===== src/rtl/riscv_pkg.sv =====
// Shared RISC-V helpers used by the fetch, realign and decode stages.
//   is_rvc(): true when a 16-bit parcel starts a compressed instruction.
package riscv_pkg;

  // A parcel is compressed unless its two lowest bits are both set.
  function automatic logic is_rvc(input logic [15:0] parcel);
    return parcel[1:0] != 2'b11;
  endfunction

endpackage


===== src/rtl/fetch_realigner.sv =====
// Realigns aligned 32-bit fetch words into one raw instruction per handshake.
// Compressed parcels are zero-extended. 32-bit instructions that straddle a
// word boundary are stitched together from a carried upper halfword.
//
// Ports:
//   clk_i, rst_i          clock, asynchronous active-high reset
//   flush_i               drop all buffered state, accept nothing this cycle
//   fetch_valid_i/ready_o fetch-side handshake
//   fetch_data_i          fetch word, little-endian halfwords
//   fetch_addr_i          address of first useful halfword (bit 1 may be set)
//   instr_valid_o/ready_i decode-side handshake
//   instr_o               raw instruction, upper half zero when compressed
//   instr_addr_o          address of the instruction's first halfword
//   instr_is_rvc_o        instruction is compressed
module fetch_realigner
  import riscv_pkg::*;
#(
  parameter int unsigned VLEN = 64
) (
  input  logic            clk_i,
  input  logic            rst_i,
  input  logic            flush_i,
  input  logic            fetch_valid_i,
  output logic            fetch_ready_o,
  input  logic [31:0]     fetch_data_i,
  input  logic [VLEN-1:0] fetch_addr_i,
  output logic            instr_valid_o,
  input  logic            instr_ready_i,
  output logic [31:0]     instr_o,
  output logic [VLEN-1:0] instr_addr_o,
  output logic            instr_is_rvc_o
);

  typedef struct packed {
    logic [31:0]     data;
    logic [VLEN-1:0] addr;
    logic            vld;
  } word_buf_t;

  typedef struct packed {
    logic [15:0]     data;
    logic [VLEN-1:0] addr;
    logic            vld;
  } carry_buf_t;

  word_buf_t  word_q, word_d;
  carry_buf_t carry_q, carry_d;
  logic       ptr_q, ptr_d;

  logic consumed;   // buffered word fully used this cycle
  logic carry_new;  // upper halfword moves into the carry this cycle

  // Bit 0 of the fetch address is always zero for halfword-aligned fetch.
  logic unused_addr_bit0;
  assign unused_addr_bit0 = fetch_addr_i[0];

  always_comb begin
    word_d        = word_q;
    carry_d       = carry_q;
    ptr_d         = ptr_q;
    instr_valid_o = 1'b0;
    instr_o       = '0;
    instr_addr_o  = '0;
    consumed      = 1'b0;
    carry_new     = 1'b0;

    if (word_q.vld) begin
      if (carry_q.vld) begin
        // Finish a straddling instruction with the lower half of this word.
        instr_valid_o = 1'b1;
        instr_o       = {word_q.data[15:0], carry_q.data};
        instr_addr_o  = carry_q.addr;
        if (instr_ready_i) begin
          carry_d.vld = 1'b0;
          ptr_d       = 1'b1;
        end
      end else if (!ptr_q) begin
        instr_valid_o = 1'b1;
        instr_addr_o  = word_q.addr;
        if (is_rvc(word_q.data[15:0])) begin
          instr_o = {16'h0000, word_q.data[15:0]};
          if (instr_ready_i) ptr_d = 1'b1;
        end else begin
          instr_o = word_q.data;
          if (instr_ready_i) consumed = 1'b1;
        end
      end else if (is_rvc(word_q.data[31:16])) begin
        instr_valid_o = 1'b1;
        instr_o       = {16'h0000, word_q.data[31:16]};
        instr_addr_o  = word_q.addr + VLEN'(2);
        if (instr_ready_i) consumed = 1'b1;
      end else begin
        // Upper half starts a 32-bit instruction: park it, no output.
        carry_new    = 1'b1;
        consumed     = 1'b1;
        carry_d.data = word_q.data[31:16];
        carry_d.addr = word_q.addr + VLEN'(2);
        carry_d.vld  = 1'b1;
      end
    end

    if (consumed) begin
      word_d.vld = 1'b0;
      ptr_d      = 1'b0;
    end

    fetch_ready_o = !flush_i && (!word_q.vld || consumed);

    if (fetch_valid_i && fetch_ready_o) begin
      word_d.data = fetch_data_i;
      word_d.addr = {fetch_addr_i[VLEN-1:2], 2'b00};
      word_d.vld  = 1'b1;
      // A pending carry always continues at the lower half of the next word.
      ptr_d       = (carry_q.vld || carry_new) ? 1'b0 : fetch_addr_i[1];
    end

    if (flush_i) begin
      word_d.vld  = 1'b0;
      carry_d.vld = 1'b0;
      ptr_d       = 1'b0;
    end

    instr_is_rvc_o = instr_valid_o && is_rvc(instr_o[15:0]);
  end

  always_ff @(posedge clk_i or posedge rst_i) begin
    if (rst_i) begin
      word_q  <= '0;
      carry_q <= '0;
      ptr_q   <= 1'b0;
    end else begin
      word_q  <= word_d;
      carry_q <= carry_d;
      ptr_q   <= ptr_d;
    end
  end

endmodule


===== config.mk =====
export PLATFORM = sky130hd
export DESIGN_NAME = fetch_realigner
export DESIGN_NICKNAME = d
export VERILOG_FILES = /design/src/rtl/riscv_pkg.sv /design/src/rtl/fetch_realigner.sv
export SDC_FILE = /design/constraint.sdc
export NUM_CORES = 1
export LEC_CHECK = 0
export CAP_MARGIN = 10
export CORE_MARGIN = 3
export CORE_UTILIZATION = 40
export DETAILED_ROUTE_END_ITERATION = 10
export GPL_TIMING_DRIVEN = 0
export HOLD_SLACK_MARGIN = 0.08
export MAX_ROUTING_LAYER = met4
export PLACE_DENSITY_LB_ADDON = 0.05
export SYNTH_ARGS = -nofsm -noshare
export SYNTH_HDL_FRONTEND = slang
export SYNTH_SLANG_ARGS = --single-unit

===== constraint.sdc =====
create_clock -name clk_i -period 14.5 [get_ports clk_i]
set_input_delay 4.35 -clock clk_i [delete_from_list [all_inputs] [get_ports clk_i]]
set_output_delay 4.35 -clock clk_i [all_outputs]
set_load 0.01 [all_outputs]

==> results.py <==
metrics = {
    "global_route": {
        "grt-ovfl-total": 0,
        "initial_antenna_violation_count": 1,
        "global_route_wire_length_before_repair_um": 37200,
        "grt_pass1_vias": 6788,
        "grt_use_total_pct": 21.8,
        "grt_max_degree": 92,
    },
    "yosys": {
        "yosys-top-cells-area": "sky130_fd_sc_hd__dfrtp_1, sky130_fd_sc_hd__mux2_2, sky130_fd_sc_hd__mux2_4",
        "netlist_top_cells_count": "sky130_fd_sc_hd__dfrtp_1, sky130_fd_sc_hd__mux2_2, sky130_fd_sc_hd__a21oi_1",
        "seq_area_frac_synth_pct": 53.1,
        "post_synthesis_cell_area_um2": 8300,
        "yosys.cell_count.top_type": "sky130_fd_sc_hd__dfrtp_1",
        "synth.yosys.warnings": 0,
        "ys.flop_type": "sky130_fd_sc_hd__dfrtp_1",
        "synth_enable_flop_cells": 0,
        "post-synth-top-area-fraction_pct": 53.1,
        "synth_cells": 699,
        "ys_async_sr_fraction_pct": 100,
        "syn_area_per_cell_um2": 11.9,
        "yosysTopAreaCell": "sky130_fd_sc_hd__dfrtp_1",
        "synth_seq_cells": 176,
        "synthesis.nets": 800,
        "yosysUniqueCellTypes": 35,
    },
    "place": {
        "post-dp-hpwl_um": 16300,
        "placement.io_buffers": 197,
        "place_congestion": 0.795,
        "dpl-instance-area_um2": 10600,
    },
    "drt": {
        "detailedRoute.firstPassIterationCount": 6,
        "final_antenna_net_count": 0,
        "finalWirelength_um": 23100,
        "drc": 0,
        "drt_iter0_markers": 328,
        "avgRoutedWirePerCell_um": 19.2,
        "routed-via-count": 6250,
        "routed_via_density": 5.21,
    },
    "floorplan": {
        "start_util_pct": 40.9,
        "core_region_area_um2": 20300,
        "die_area_um2": 22500,
        "fp.dieH_um": 150,
        "row_count": 52,
        "io-pin-count": 200,
        "die_w_um": 150,
    },
    "power_and_ir_drop": {
        "power_leakage_nw": 4.79,
        "ir_drop_v": 0.0000745,
        "total_power_mw": 1.62,
        "power.density_cell_area_nw_per_um2": 144,
    },
    "sta": {
        "finalMaxSlewViolations": 0,
        "skew_ns": 0.0110,
        "layout_min_cycle_time_ns": 10.30,
        "layout_worst_path_cycle_share_pct": 71.1,
        "rsz0062_at_grt": "false",
        "timing.fmax_mhz": 97.1,
        "timing.final.setup_violations": 0,
        "max_slew.worst_pin.slew_ns": 0.798,
        "fin_setup_tns_ns": 0,
        "timing.slew.headroom_pct": 46.8,
        "total_count_of_hold_check_failures_in_the_final_report": 0,
    },
    "clocking": {
        "numClockSinks": 176,
        "cts_resized": 0,
        "cts_post_setup_buffers_inserted": 0,
        "clkLatencyLatePin_ns": 0.43,
        "cts_root_buf": "sky130_fd_sc_hd__clkbuf_16",
        "cts_tree": "done",
        "cts_made_buffers": 17,
        "cts.hold.buffers_added": 0,
        "htree_num_levels": 4,
        "clockBufferDepth": 2,
        "cts.clk_slew.worst_paths_ns": 0.07,
    },
    "setup_path": {
        "worstPathCellList": "clkdlybuf4s50_1, and4b_1, a211oi_2, nor2_1, clkdlybuf4s50_1",
        "worst-r2r-setup-slack_ns": 12.15,
        "critical_path.max_stage_delay_ns": 0.52,
        "crit_path_start_kind": "input pin",
        "critical_path_required_ns": 10.15,
        "criticalPathCategory": "input pin to output port",
        "critical_path.max_fanout": 3,
        "timing.critical_path.to_type": "output port",
        "worstRegToRegCells": 5,
        "data_arrival_at_the_endpoint_of_the_critical_path_ns": 5.95,
        "critPathSlowestCell": "sky130_fd_sc_hd__clkdlybuf4s50_1",
        "timing.critical_path.mode_cell": "sky130_fd_sc_hd__clkdlybuf4s50_1",
    },
    "hold_path": {
        "min_path_cells": 1,
        "worst_hold_path_type": "flip-flop to flip-flop",
    },
    "finish": {
        "fillCellCount": 1805,
        "final-seq-area_um2": 4400,
        "final_cell_area_um2": 11200,
        "multiInputGateArea_um2": 3580,
        "nets": 1017,
        "synthToLayoutAreaGrowth_pct": 35.0,
        "layout-drive-gt1-share_pct": 24.7,
    },
    "outcome": {
        "run_status": "complete, no violations",
    },
    "run": {
        "max-cap-violations": 0,
    },
}
[flip-flops by register name, indices dropped and copies added, names as in the netlist]
name / cells
word_q: 95
ptr_q: 1
carry_q: 80
[logic make-up (layout without fill, tap and decap cells)]
family / after synthesis / in the layout / synth area share (%)
DFF: 176 / 176 / 53.1
muxes: 170 / 170 / 25.3
AOI/OAI and AO/OA: 107 / 107 / 8.20
buffers and inverters: 66 / 296 / 3.80
other: 1 / 2 / 0.0452
and+or+nand+nor: 179 / 179 / 9.60
[report_power, final]
part,switching (mW),total (mW),internal (mW)
combinational,0.155,0.410,0.254
clock,0.204,0.445,0.240
sequential,0.105,0.763,0.658
total,0.464,1.62,1.15
[cell type report]
class                      instances  share of cell area, %
clock buffer                      19                   3.86
clock inverter                    13                   1.14
sequential                       176                   39.3
buffer                            61                   2.65
inverter                           5                  0.234
antenna                            1                 0.0223
multi-input combinational        457                   31.9
tap                              270                   3.01
timing repair buffer             198                   17.8
[critical path, delay by kind of cell]
kind / cells / cell delay [ns]
buf+inv: 2 / 0.97
simple gates: 2 / 0.32
compound gates: 1 / 0.31
[stage by stage]
step	utilization [%]	hold slack [ns]	std cells	worst slack, ns
floorplan	-	0.430	699	5.22
global route	55.2	0.489	1200	4.15
detailed placement	52.4	0.445	1167	4.21
CTS	55.2	0.464	1199	4.20
global placement	52.3	0.452	1166	2.99
finish	55.2	0.464	1200	4.20
[layout by cell type (no fill, tap or decap), types with 2 or more instances in the layout]
cell,Yosys,routed
sky130_fd_sc_hd__a21oi_1,66,66
sky130_fd_sc_hd__a222oi_1,14,14
sky130_fd_sc_hd__a22oi_1,16,16
sky130_fd_sc_hd__and3_1,2,2
sky130_fd_sc_hd__buf_1,6,6
sky130_fd_sc_hd__buf_2,15,15
sky130_fd_sc_hd__buf_6,6,6
sky130_fd_sc_hd__clkbuf_1,33,35
sky130_fd_sc_hd__clkbuf_16,0,17
sky130_fd_sc_hd__clkdlybuf4s50_1,0,197
sky130_fd_sc_hd__clkinv_2,0,2
sky130_fd_sc_hd__clkinv_4,0,3
sky130_fd_sc_hd__clkinvlp_4,0,2
sky130_fd_sc_hd__dfrtp_1,176,176
sky130_fd_sc_hd__inv_1,5,4
sky130_fd_sc_hd__inv_6,0,4
sky130_fd_sc_hd__inv_8,0,2
sky130_fd_sc_hd__mux2_2,121,121
sky130_fd_sc_hd__mux2_4,49,49
sky130_fd_sc_hd__nand2_1,64,64
sky130_fd_sc_hd__nand3_1,63,63
sky130_fd_sc_hd__nor2_1,39,39
sky130_fd_sc_hd__nor2b_1,2,2
sky130_fd_sc_hd__o21ai_0,2,2
sky130_fd_sc_hd__or2_2,3,3
[routing by layer]
layer  up-vias  track usage (%)  part of all wire [%]
met4         0             6.22                   1.5
met3        25             3.91                   4.7
met1      3124             28.8                    45
met5         -                -                     0
met2       173             34.7                    49
li1       2928                -                     -
[worst paths after layout]
path                                         startpoint                 endpoint
worst max-delay path                      instr_ready_i            fetch_ready_o
worst min-delay path            carry_q[65]$_DFFE_PP0P_  carry_q[65]$_DFFE_PP0P_
worst max register to register    word_q[0]$_DFFE_PP0P_  carry_q[68]$_DFFE_PP0P_
worst min register to register  carry_q[65]$_DFFE_PP0P_  carry_q[65]$_DFFE_PP0P_
max in group asynchronous                         rst_i   carry_q[0]$_DFFE_PP0P_
min in group asynchronous                         rst_i    word_q[9]$_DFFE_PP0P_
No activity file was read; power rests on OpenSTA's default activity.
